--- config.mk ---
export PLATFORM = sky130hd
export DESIGN_NAME = fixed_to_float_normalizer
export DESIGN_NICKNAME = d
export VERILOG_FILES = /design/src/rtl/fixed_to_float_normalizer.sv
export SDC_FILE = /design/constraint.sdc
export NUM_CORES = 1
export LEC_CHECK = 0
export BUFFER_PORTS_ARGS = -buffer_cell sky130_fd_sc_hd__buf_4
export CAP_MARGIN = 5
export CORE_ASPECT_RATIO = 0.8
export CORE_MARGIN = 2
export CORE_UTILIZATION = 40
export CTS_CLUSTER_SIZE = 12
export DETAILED_ROUTE_END_ITERATION = 12
export HOLD_SLACK_MARGIN = 0.08
export SYNTH_ARGS = -nofsm -noshare
export SYNTH_HDL_FRONTEND = slang
export SYNTH_SLANG_ARGS = --single-unit
--- constraint.sdc ---
create_clock -name CLK -period 3.6 [get_ports CLK]
set_input_delay 0.18 -clock CLK [delete_from_list [all_inputs] [get_ports CLK]]
set_output_delay 0.18 -clock CLK [all_outputs]
set_load 0.03 [all_outputs]
--- src/rtl/fixed_to_float_normalizer.sv ---
// Signed W-bit fixed-point (F fractional bits) to IEEE-754 single/double converter, one leading-zero shift per clock.
// Latency: ACK_FSM lz+3 edges after the Begin_FSM sampling edge (2 for zero input, +1 with ROUND_NEAREST_EN for nonzero).
// Backpressure: none; Begin_FSM is honoured only in IDLE, ignored otherwise. Optional macro: ROUND_NEAREST_EN.
module fixed_to_float_normalizer #(
    parameter int P = 32,
    parameter int W = 32,
    parameter int F = 24
) (
    input  logic         CLK,
    input  logic         RST,
    input  logic         Begin_FSM,
    input  logic [W-1:0] DATA_IN,
    output logic         ACK_FSM,
    output logic         BUSY,
    output logic [P-1:0] RESULT,
    output logic         FLAG_ZERO
);

    localparam int EW       = (P == 64) ? 11 : 8;
    localparam int SW       = P - 1 - EW;
    localparam int BIAS     = (P == 64) ? 1023 : 127;
    localparam int EXP_BASE = BIAS + W - 1 - F;
    localparam int CW       = $clog2(W) + 1;

    typedef enum logic [2:0] {
        S_IDLE,
        S_LOAD,
        S_SHIFT,
        S_PACK,
`ifdef ROUND_NEAREST_EN
        S_RND,
`endif
        S_DONE
    } state_t;

    state_t          state_q;
    logic [W-1:0]    op_q;
    logic [W-1:0]    mag_q;
    logic [CW-1:0]   cnt_q;
    logic            sign_q;
    logic            ack_q;
    logic            busy_q;
    logic [P-1:0]    result_q;
    logic            zero_q;

    // Exponent and fraction fields derived from the normalised magnitude
    logic [EW-1:0]   exp_d;
    logic [SW-1:0]   frac_d;
    logic [P-2:0]    packed_d;

`ifdef ROUND_NEAREST_EN
    // Hidden bit dropped; two extra zero bits keep guard/sticky indices legal even for W=2
    logic [W+SW:0]   ext_d;
    logic            guard_d;
    logic            sticky_d;
    logic            round_up_d;

    // Round-to-nearest-even; a mantissa carry ripples into the exponent through the joint add
    always_comb begin
        ext_d      = {mag_q[W-2:0], {(SW+2){1'b0}}};
        exp_d      = EW'(EXP_BASE) - EW'(cnt_q);
        frac_d     = SW'(ext_d >> (W + 1));
        guard_d    = ext_d[W];
        sticky_d   = |ext_d[W-1:0];
        round_up_d = guard_d & (sticky_d | frac_d[0]);
        packed_d   = {exp_d, frac_d} + {{(P-2){1'b0}}, round_up_d};
    end
`else
    // Truncation toward zero: keep the top SW bits below the hidden one, zero-padded when short
    always_comb begin
        exp_d    = EW'(EXP_BASE) - EW'(cnt_q);
        frac_d   = SW'({mag_q[W-2:0], {SW{1'b0}}} >> (W - 1));
        packed_d = {exp_d, frac_d};
    end
`endif

    // Conversion sequencer with registered handshake and result outputs
    always_ff @(posedge CLK) begin
        if (RST) begin
            state_q  <= S_IDLE;
            op_q     <= '0;
            mag_q    <= '0;
            cnt_q    <= '0;
            sign_q   <= 1'b0;
            ack_q    <= 1'b0;
            busy_q   <= 1'b0;
            result_q <= '0;
            zero_q   <= 1'b0;
        end else begin
            ack_q <= 1'b0;
            case (state_q)
                S_IDLE: begin
                    if (Begin_FSM) begin
                        op_q    <= DATA_IN;
                        busy_q  <= 1'b1;
                        state_q <= S_LOAD;
                    end
                end
                S_LOAD: begin
                    // The most negative operand negates to 2^(W-1), which fits as unsigned
                    sign_q  <= op_q[W-1];
                    mag_q   <= op_q[W-1] ? (~op_q + W'(1)) : op_q;
                    cnt_q   <= '0;
                    state_q <= (op_q == '0) ? S_PACK : S_SHIFT;
                end
                S_SHIFT: begin
                    if (mag_q[W-1]) begin
                        state_q <= S_PACK;
                    end else begin
                        mag_q <= mag_q << 1;
                        cnt_q <= cnt_q + CW'(1);
                    end
                end
                S_PACK: begin
                    if (mag_q == '0) begin
                        // Zero is reported as +0.0 regardless of sign
                        result_q <= '0;
                        zero_q   <= 1'b1;
                        ack_q    <= 1'b1;
                        state_q  <= S_DONE;
                    end else begin
                        result_q <= {sign_q, packed_d};
                        zero_q   <= 1'b0;
`ifdef ROUND_NEAREST_EN
                        state_q  <= S_RND;
`else
                        ack_q    <= 1'b1;
                        state_q  <= S_DONE;
`endif
                    end
                end
`ifdef ROUND_NEAREST_EN
                S_RND: begin
                    ack_q   <= 1'b1;
                    state_q <= S_DONE;
                end
`endif
                S_DONE: begin
                    busy_q  <= 1'b0;
                    state_q <= S_IDLE;
                end
                default: begin
                    busy_q  <= 1'b0;
                    state_q <= S_IDLE;
                end
            endcase
        end
    end

    assign ACK_FSM   = ack_q;
    assign BUSY      = busy_q;
    assign RESULT    = result_q;
    assign FLAG_ZERO = zero_q;

endmodule

Word-level counts from Yosys, hierarchy flattened
Cells that the tools add are included.
- RAM bits: 0
- input bits: 35
- output and inout bits: 35
- register bits after elaboration: 109
- bits in read-only memories: 0
- word-level logic and storage cells: 44
- memories: 0
- bits in latches: 0
- $add $sub $neg: 3
- reduce and logical (&&, ||, !) cells: 9
- bitwise logic cells: 2
- divide/modulo/power cells: 0
- shift-type cells: 0
- multipliers: 0
- multiplexer cells: 14
- equality and inequality tests: 6
- order comparisons: 0
- operators with widths (cell ; count):
    two-way mux 32 bit ; 3
    logical NOT 32 bit ; 2
    one-hot mux 32 bit (2 select lines) ; 1
    adder 32 x 1 -> 32 bit, second input constant ; 1
    inverter 32 bit ; 1
    one-hot mux 3 bit (4 select lines) ; 1
    one-hot mux 6 bit (2 select lines) ; 1
    AND reduction 2 bit ; 4
    subtractor 8 x 6 -> 8 bit, first input constant ; 1
    adder 6 x 1 -> 6 bit, second input constant ; 1
    == test 3 x 2 -> 1 bit, second input constant ; 2
    two-way mux 3 bit ; 2
    two-way mux 6 bit ; 1
    != test 2 bit, second input constant ; 3
    two-way mux 1 bit ; 4
    == test 3 x 1 -> 1 bit, second input constant ; 1
    logical NOT 3 bit ; 1
    OR reduction 3 bit ; 1
    one-hot mux 1 bit (2 select lines) ; 1
    nonzero test 2 bit ; 1
    inverter 1 bit ; 1

Longest topological paths before layout
Gate-level depths: netlist (run 1).
- depth in word-level cells: 4
- mapped depth: 7
- mapped depth without buffers: 7

Worst setup path after synthesis (run 1)
OpenSTA, ideal clock, no wires.
- path type: reg2reg
- start point: register op_q[0]
- end point: register mag_q[20]
- buffers on the path: 0
- period minus slack after synthesis: 1.916 ns
- cell stages (with the launch flop): 8
- slack: 1.684 ns
- library setup time: 0.101 ns
- required time: 3.499 ns
- data arrival time: 1.815 ns
- cell sequence: dfxtp_1 > inv_1 > ha_1 > or4b_4 > or4_1 > o31ai_1 > a22oi_1 > o41ai_1
- word-level cells in the longest chain between the ends: 4
- ends and longest elaborated chain (what ; line ; source):
    start, declared ; 37 ; logic [W-1:0] op_q;
    start signal, assigned ; 81 ; op_q <= '0;
    start signal, assigned ; 94 ; op_q <= DATA_IN;
    inverter 32 bit ; 102 ; mag_q <= op_q[W-1] ? (~op_q + W'(1)) : op_q;
    adder 32 x 1 -> 32 bit ; 102 ;
    two-way mux 32 bit ; 102 ;
    one-hot mux 32 bit (2 select lines) ; 91 ; case (state_q)
    end signal, assigned ; 102 ;
    end signal, assigned ; 110 ; mag_q <= mag_q << 1;
    end, declared ; 38 ; logic [W-1:0] mag_q;
Every way passes these cells.
A chain may end at the register's enable or synchronous reset.

Worst setup path after layout (run 1)
- start point: register state_q[0]
- end point: register mag_q[31]
- word-level cells in the longest chain between the ends: 2
- elaborated cells between the ends (all ways): 4
- classes of those cells: eq/ne (2); mux (1); reduce/logical (1)
- ends and longest elaborated chain (what ; line ; source):
    start, declared ; 36 ; state_t state_q;
    start signal, assigned ; 104 ; state_q <= (op_q == '0) ? S_PACK : S_SHIFT;
    == test 3 x 2 -> 1 bit or == test 3 x 1 -> 1 bit (tied branches) ; 91 ;
    one-hot mux 32 bit (2 select lines) or nonzero test 2 bit (tied branches) ; n/a ;
Several ways; a longest one is shown, not always the timed one.

==> reports/qor.yml, run 1 <==
instances_no_fill: 879
grt_first_pass_wirelength_um: 23870
synth_area_leaders: "dfxtp_1, nand2_1, a21oi_1, clkbuf_1, xor2_1"
powerDensity_nw_per_um2: 487.2
dr.first_iter.drc_count: 483
synth_most_common_cell: "nand2_1"
die_y_um: 104.7
synth_top_cell_by_area: "dfxtp_1"
top_level_ports: 70
worstPathMaxFanout: 25
comb_power_share_pct: 18.9
nFillCells: 1225
crit_buf_inv: 0
yosys.area.top_type_share_pct: 43.00
syn_nets: 677
multi_input_area_um2: 2671
yosysWarnings: 0
whs_path_depth: 3
area_growth_pct: 23.52
setup_violations: 0
startpoint_type: "flip-flop"
cts_hold_buffers: 27
fin_nets: 740
maxSlewViolCount: 0
track_usage_pct: 22.04
synth_edf_count: 0
synth_common_cells: "nand2_1, dfxtp_1, a21oi_1"
dp.cells: 836
period_needed_ns: 2.421
cp.depth: 5
num_rows: 36
ir_drop_v: 0.0002586
critPathSlowestCell: "dfxtp_1"
drc_errors: 0
cts_buffers: 9
status: "finished clean"
syn-cell-area_um2: 5075
cts_tree: "built"
critPathCaptureType: "flip-flop"
internal_power_uw: 2111
synth_seq_cells: 109
drive_gt1_share_pct: 14.83
cts.clk_slew.worst_paths_ns: 0.07
cts.repair.resized: 0
crit_type: "reg -> reg"
n_antenna_cell: 0
power_leakage_uw: 0.002303
clock_skew_ns: 0.006454
final.setup.tns_ns: 0
cts_root_buf: "clkbuf_16"
worstPathArrival_ns: 2.71
routed_wl_um: 14870
sequentialPowerShare_pct: 44.8
ant_nets: 0
max_freq_mhz: 413.1
numPortBuffers: 69
vias: 5024
synth_flop_cell: "dfxtp_1"
path_delay_family: "simple AND/OR/NAND/NOR gates"
cts.sinks: 109
core_area_um2: 12300
syn_area_per_cell_um2: 7.929
syn_inst: 640
globalplace.congestion: 0.8635
rr_worst_depth: 5
p_switching_uw: 942.9
die_x_um: 129.9
insertion_delay_ns: 0.36
drv_cap: 0
h-tree-depth: 3
slowest_delay_ns: 0.75
hold_path.class: "in -> reg"
initial_core_util_pct: 41.27
worst_slew_pin_slew_ns: 1.145
clk_path_buf_depth: 2
clockPowerShare_pct: 36.3
detailed_place_hpwl_um: 10080
overflow: 0
rsz0062_at_grt: "false"
swShare_pct: 30.87
via_per_inst: 5.716
wl_per_cell_um: 16.92
synth-seq-area-share_pct: 43.00
fin_crit_sh_pct: 67.25
cp.required_ns: 3.88
crit_chain: "or3b_2 -> nor2_1 -> nand4_1 -> or3_1 -> o21ai_0"
grt_pass1_vias: 4651
slew_headroom_pct: 23.46
antenna_found_initial: 0
finalHoldViolations: 0
async_flop_share_pct: 0
drtPass1Iterations: 5
postCtsSetupRepairBufs: 0
grt_max_degree: 110
die-area_um2: 13610
ys_types: 54
regArea_um2: 2182
==> flip-flops by register name, indices dropped and copies added, names as in the netlist <==
signal     count
FLAG_ZERO      1
state_q        3
mag_q         32
cnt_q          6
op_q          32
sign_q         1
BUSY           1
ACK_FSM        1
RESULT        32
==> worst paths after layout <==
check	start	end	slack, ns
worst max register to register	state_q[0]$_SDFFE_PP0P_	mag_q[31]$_SDFFE_PP0N_	1.18
worst min-delay path	DATA_IN[0]	op_q[0]$_SDFFE_PP0P_	0.09
worst max-delay path	state_q[0]$_SDFFE_PP0P_	mag_q[31]$_SDFFE_PP0N_	1.18
worst min register to register	RESULT[26]$_SDFFE_PP0P_	RESULT[26]$_SDFFE_PP0P_	0.45
==> layer usage <==
| layer | global-route usage, % | part of all wire (%) |
|---|---|---|
| met1 | 30.12 | 46 |
| met2 | 35.60 | 47 |
| met3 | 4.147 | 5.4 |
| met4 | 5.837 | 1.5 |
| met5 | 0 | 0 |
==> power by group through the flow <==
| stage | logic [µW] | registers, µW | clock network [µW] |
|---|---|---|---|
| after floorplan | 399 | 1360 | 0 |
| final | 576 | 1370 | 1110 |
| after global routing | 627 | 1380 | 1180 |
| after detailed placement | 541 | 1390 | 0 |
| after CTS | 567 | 1370 | 1130 |
| after global placement | 538 | 1390 | 0 |
==> worst min-delay path: stages <==
cell and delay (ns):
buf_4 0.11, nand2_1 0.05, a21oi_1 0.06
==> layout by cell type (no fill, tap or decap), types with 5 or more instances in the layout <==
cell type	count
o22ai_1	10
nor2_1	24
o31ai_1	5
a22oi_1	14
nand4_1	11
and3_1	9
nand2_1	147
dfxtp_1	109
or3_1	6
a221oi_1	5
or4_1	5
a21oi_1	82
nor3_1	11
xnor2_1	11
dlygate4sd3_1	27
inv_1	10
o41ai_1	11
clkbuf_16	9
nand2b_1	5
xor2_1	15
o21ai_0	18
nor4_1	14
buf_4	75
nand3_1	13
==> final cells by class <==
class / count / area share, %
Inverter: 10 / 0.5988
Timing Repair Buffer: 102 / 13.29
Multi-Input combinational cell: 471 / 42.61
Clock buffer: 9 / 3.593
Clock inverter: 7 / 1.677
Sequential cell: 109 / 34.81
Tap cell: 171 / 3.413
==> kinds of logic after synthesis <==
kind of cell / synth area share, %
AND/OR/NAND/NOR: 25.37
AO/OA/AOI/OAI: 21.72
flip-flops: 43.00
buffers and inverters: 4.537
XOR/XNOR: 4.487
multiplexers: 0.3945
adder cells (fa/ha/maj): 0.4930
==> per-stage QoR <==
step           utilization, %  setup slack (ns)  power [µW]  hold slack [ns]  area (µm²)
2_1_floorplan               -             1.684        1759           0.3160        5075
3_3_place_gp            46.09             1.281        1929           0.4272        5668
3_5_place_dp            46.09             1.227        1935           0.4385        5668
4_1_cts                 50.98             1.213        3065          0.08674        6269
5_1_grt                 50.98             1.053        3185          0.08872        6269
6_report                50.98             1.179        3054          0.09095        6269
No activity file was read; power rests on OpenSTA's default activity.
==> run 2, diff against run 1 <==
- clock period: 3.6 -> 2.4 ns (I/O delays scaled with it)
==> reports/qor.yml, run 2 (synthesized netlist as in run 1, its figures left out) <==
insertion_delay_ns: 0.35  # was 0.36 ns
numPortBuffers: 69  # unchanged
worstPathMaxFanout: 8  # was 25
clockPowerShare_pct: 34.9  # was 36.3%
core_area_um2: 12300  # unchanged
whs_ns: 0.2278  # was 0.09095 ns
detailed_place_hpwl_um: 10330  # was 10080 µm
wl_per_cell_um: 16.79  # was 16.92 µm
dr.first_iter.drc_count: 393  # was 483
fin_nets: 758  # was 740
globalplace.congestion: 0.8605  # was 0.8635
drc_errors: 0  # unchanged
swShare_pct: 30.25  # was 30.87%
initial_core_util_pct: 41.27  # unchanged
hold_path.class: "in -> reg"  # unchanged
final_cell_mix: "nand2_1, dfxtp_1, buf_4"  # was nand2_1, dfxtp_1, a21oi_1
power_leakage_uw: 0.002385  # was 0.002303 µW
worstPathArrival_ns: 2.39  # was 2.71 ns
track_usage_pct: 22.43  # was 22.04%
period_needed_ns: 2.196  # was 2.421 ns
routed_wl_um: 15060  # was 14870 µm
ir_drop_v: 0.0003870  # was 0.0002586 V
critPathCaptureType: "flip-flop"  # unchanged
powerDensity_nw_per_um2: 712.3  # was 487.2 nW/µm²
drtPass1Iterations: 5  # unchanged
startpoint_type: "flip-flop"  # unchanged
fin_ws_ns: 0.2042  # was 1.179 ns
p_switching_uw: 1382  # was 942.9 µW
via_per_inst: 5.661  # was 5.716
die_x_um: 129.9  # unchanged
cts.clk_slew.worst_paths_ns: 0.07  # about the same
fin_area_um2: 6411  # was 6269 µm²
n_antenna_cell: 0  # unchanged
maxSlewViolCount: 0  # unchanged
die-area_um2: 13610  # unchanged
comb_power_share_pct: 20.2  # was 18.9%
status: "finished clean"  # unchanged
antenna_found_initial: 0  # unchanged
internal_power_uw: 3185  # was 2111 µW
slew_headroom_pct: 38.43  # was 23.46%
vias: 5078  # was 5024
area_growth_pct: 26.33  # was 23.52%
grt_first_pass_wirelength_um: 24480  # was 23870 µm
cts_root_buf: "clkbuf_16"  # unchanged
cts_buffers: 9  # unchanged
drv_cap: 0  # unchanged
rsz0062_at_grt: "false"  # unchanged
dp_slack_ns: 0.1890  # was 1.227 ns
ant_nets: 0  # unchanged
clock_skew_ns: 0.008007  # was 0.006454 ns
num_rows: 36  # unchanged
fin_crit_sh_pct: 91.49  # was 67.25%
setup_violations: 0  # unchanged
h-tree-depth: 3  # unchanged
drive_gt1_share_pct: 16.12  # was 14.83%
cts_tree: "built"  # unchanged
cp.required_ns: 2.60  # was 3.88 ns
max_freq_mhz: 455.4  # was 413.1 MHz
cts.sinks: 109  # unchanged
grt_max_degree: 65  # was 110
clk_path_buf_depth: 2  # unchanged
worst_slew_pin_slew_ns: 0.9217  # was 1.145 ns
crit_type: "reg -> reg"  # unchanged
grt_pass1_vias: 4724  # was 4651
final.setup.tns_ns: 0  # unchanged
placed_area_um2: 5766  # was 5668 µm²
die_y_um: 104.7  # unchanged
postCtsSetupRepairBufs: 0  # unchanged
overflow: 0  # unchanged
final_common_cell: "nand2_1"  # unchanged
sequentialPowerShare_pct: 44.9  # was 44.8%
finalHoldViolations: 0  # unchanged
top_level_ports: 70  # unchanged
run 2: worst max-delay path, cell delays in order, from the launching register on:
cell and delay, ns:
dfxtp_1 0.38, or4_4 0.56, or3_4 0.37, nor4_1 0.52, o221ai_1 0.22
run 2: metrics by stage:
stage | utilization, % | total power (µW) | instances
final | 52.14 | 4567 | 897
after global routing | 52.14 | 4769 | 897
after CTS | 52.07 | 4577 | 897
after detailed placement | 46.89 | 2949 | 849
after global placement | 46.89 | 2942 | 849
after floorplan | - | 2639 | 640
run 2: area by class of cell:
| type | count | area (µm²) |
|---|---|---|
| Inverter | 10 | 37.54 |
| Multi-Input combinational cell | 471 | 2680 |
| Tap cell | 171 | 214.0 |
| Timing Repair Buffer | 120 | 980.9 |
| Sequential cell | 109 | 2182 |
| Clock buffer | 10 | 229.0 |
| Clock inverter | 6 | 87.58 |
| Fill cell | 1184 | 5886 |
run 2: final timing paths:
kind,startpoint,end,slack [ns],cells after the start
max,op_q[17]$_SDFFE_PP0P_,mag_q[23]$_SDFFE_PP0P_,0.20,4
min,RST,mag_q[1]$_SDFFE_PP0P_,0.23,2
max reg2reg,op_q[17]$_SDFFE_PP0P_,mag_q[23]$_SDFFE_PP0P_,0.20,4
min reg2reg,RESULT[12]$_SDFFE_PP0P_,RESULT[12]$_SDFFE_PP0P_,0.46,2
run 2: power groups by stage:
stage               clock network [µW]  registers, µW  logic, µW
global placement                     0           2080        862
CTS                               1630           2040        909
detailed placement                   0           2080        864
global route                      1690           2060       1010
finish                            1600           2050        922
floorplan                            0           2040        599
run 2: routing by layer:
| metal | up-vias | share of wire (%) | GRT usage [%] |
|---|---|---|---|
| met4 | 0 | 1.5 | 6.912 |
| met3 | 18 | 6.3 | 4.045 |
| met1 | 2425 | 47 | 31.56 |
| met5 | - | 0 | 0 |
| met2 | 184 | 45 | 34.82 |
| li1 | 2451 | - | - |
run 2: repair_timing:
action                                 in CTS  in global routing
resized for setup                           0                  1
endpoints found under the hold margin      32                  0
hold buffers                               32                  0
setup endpoints to repair                   0                  2
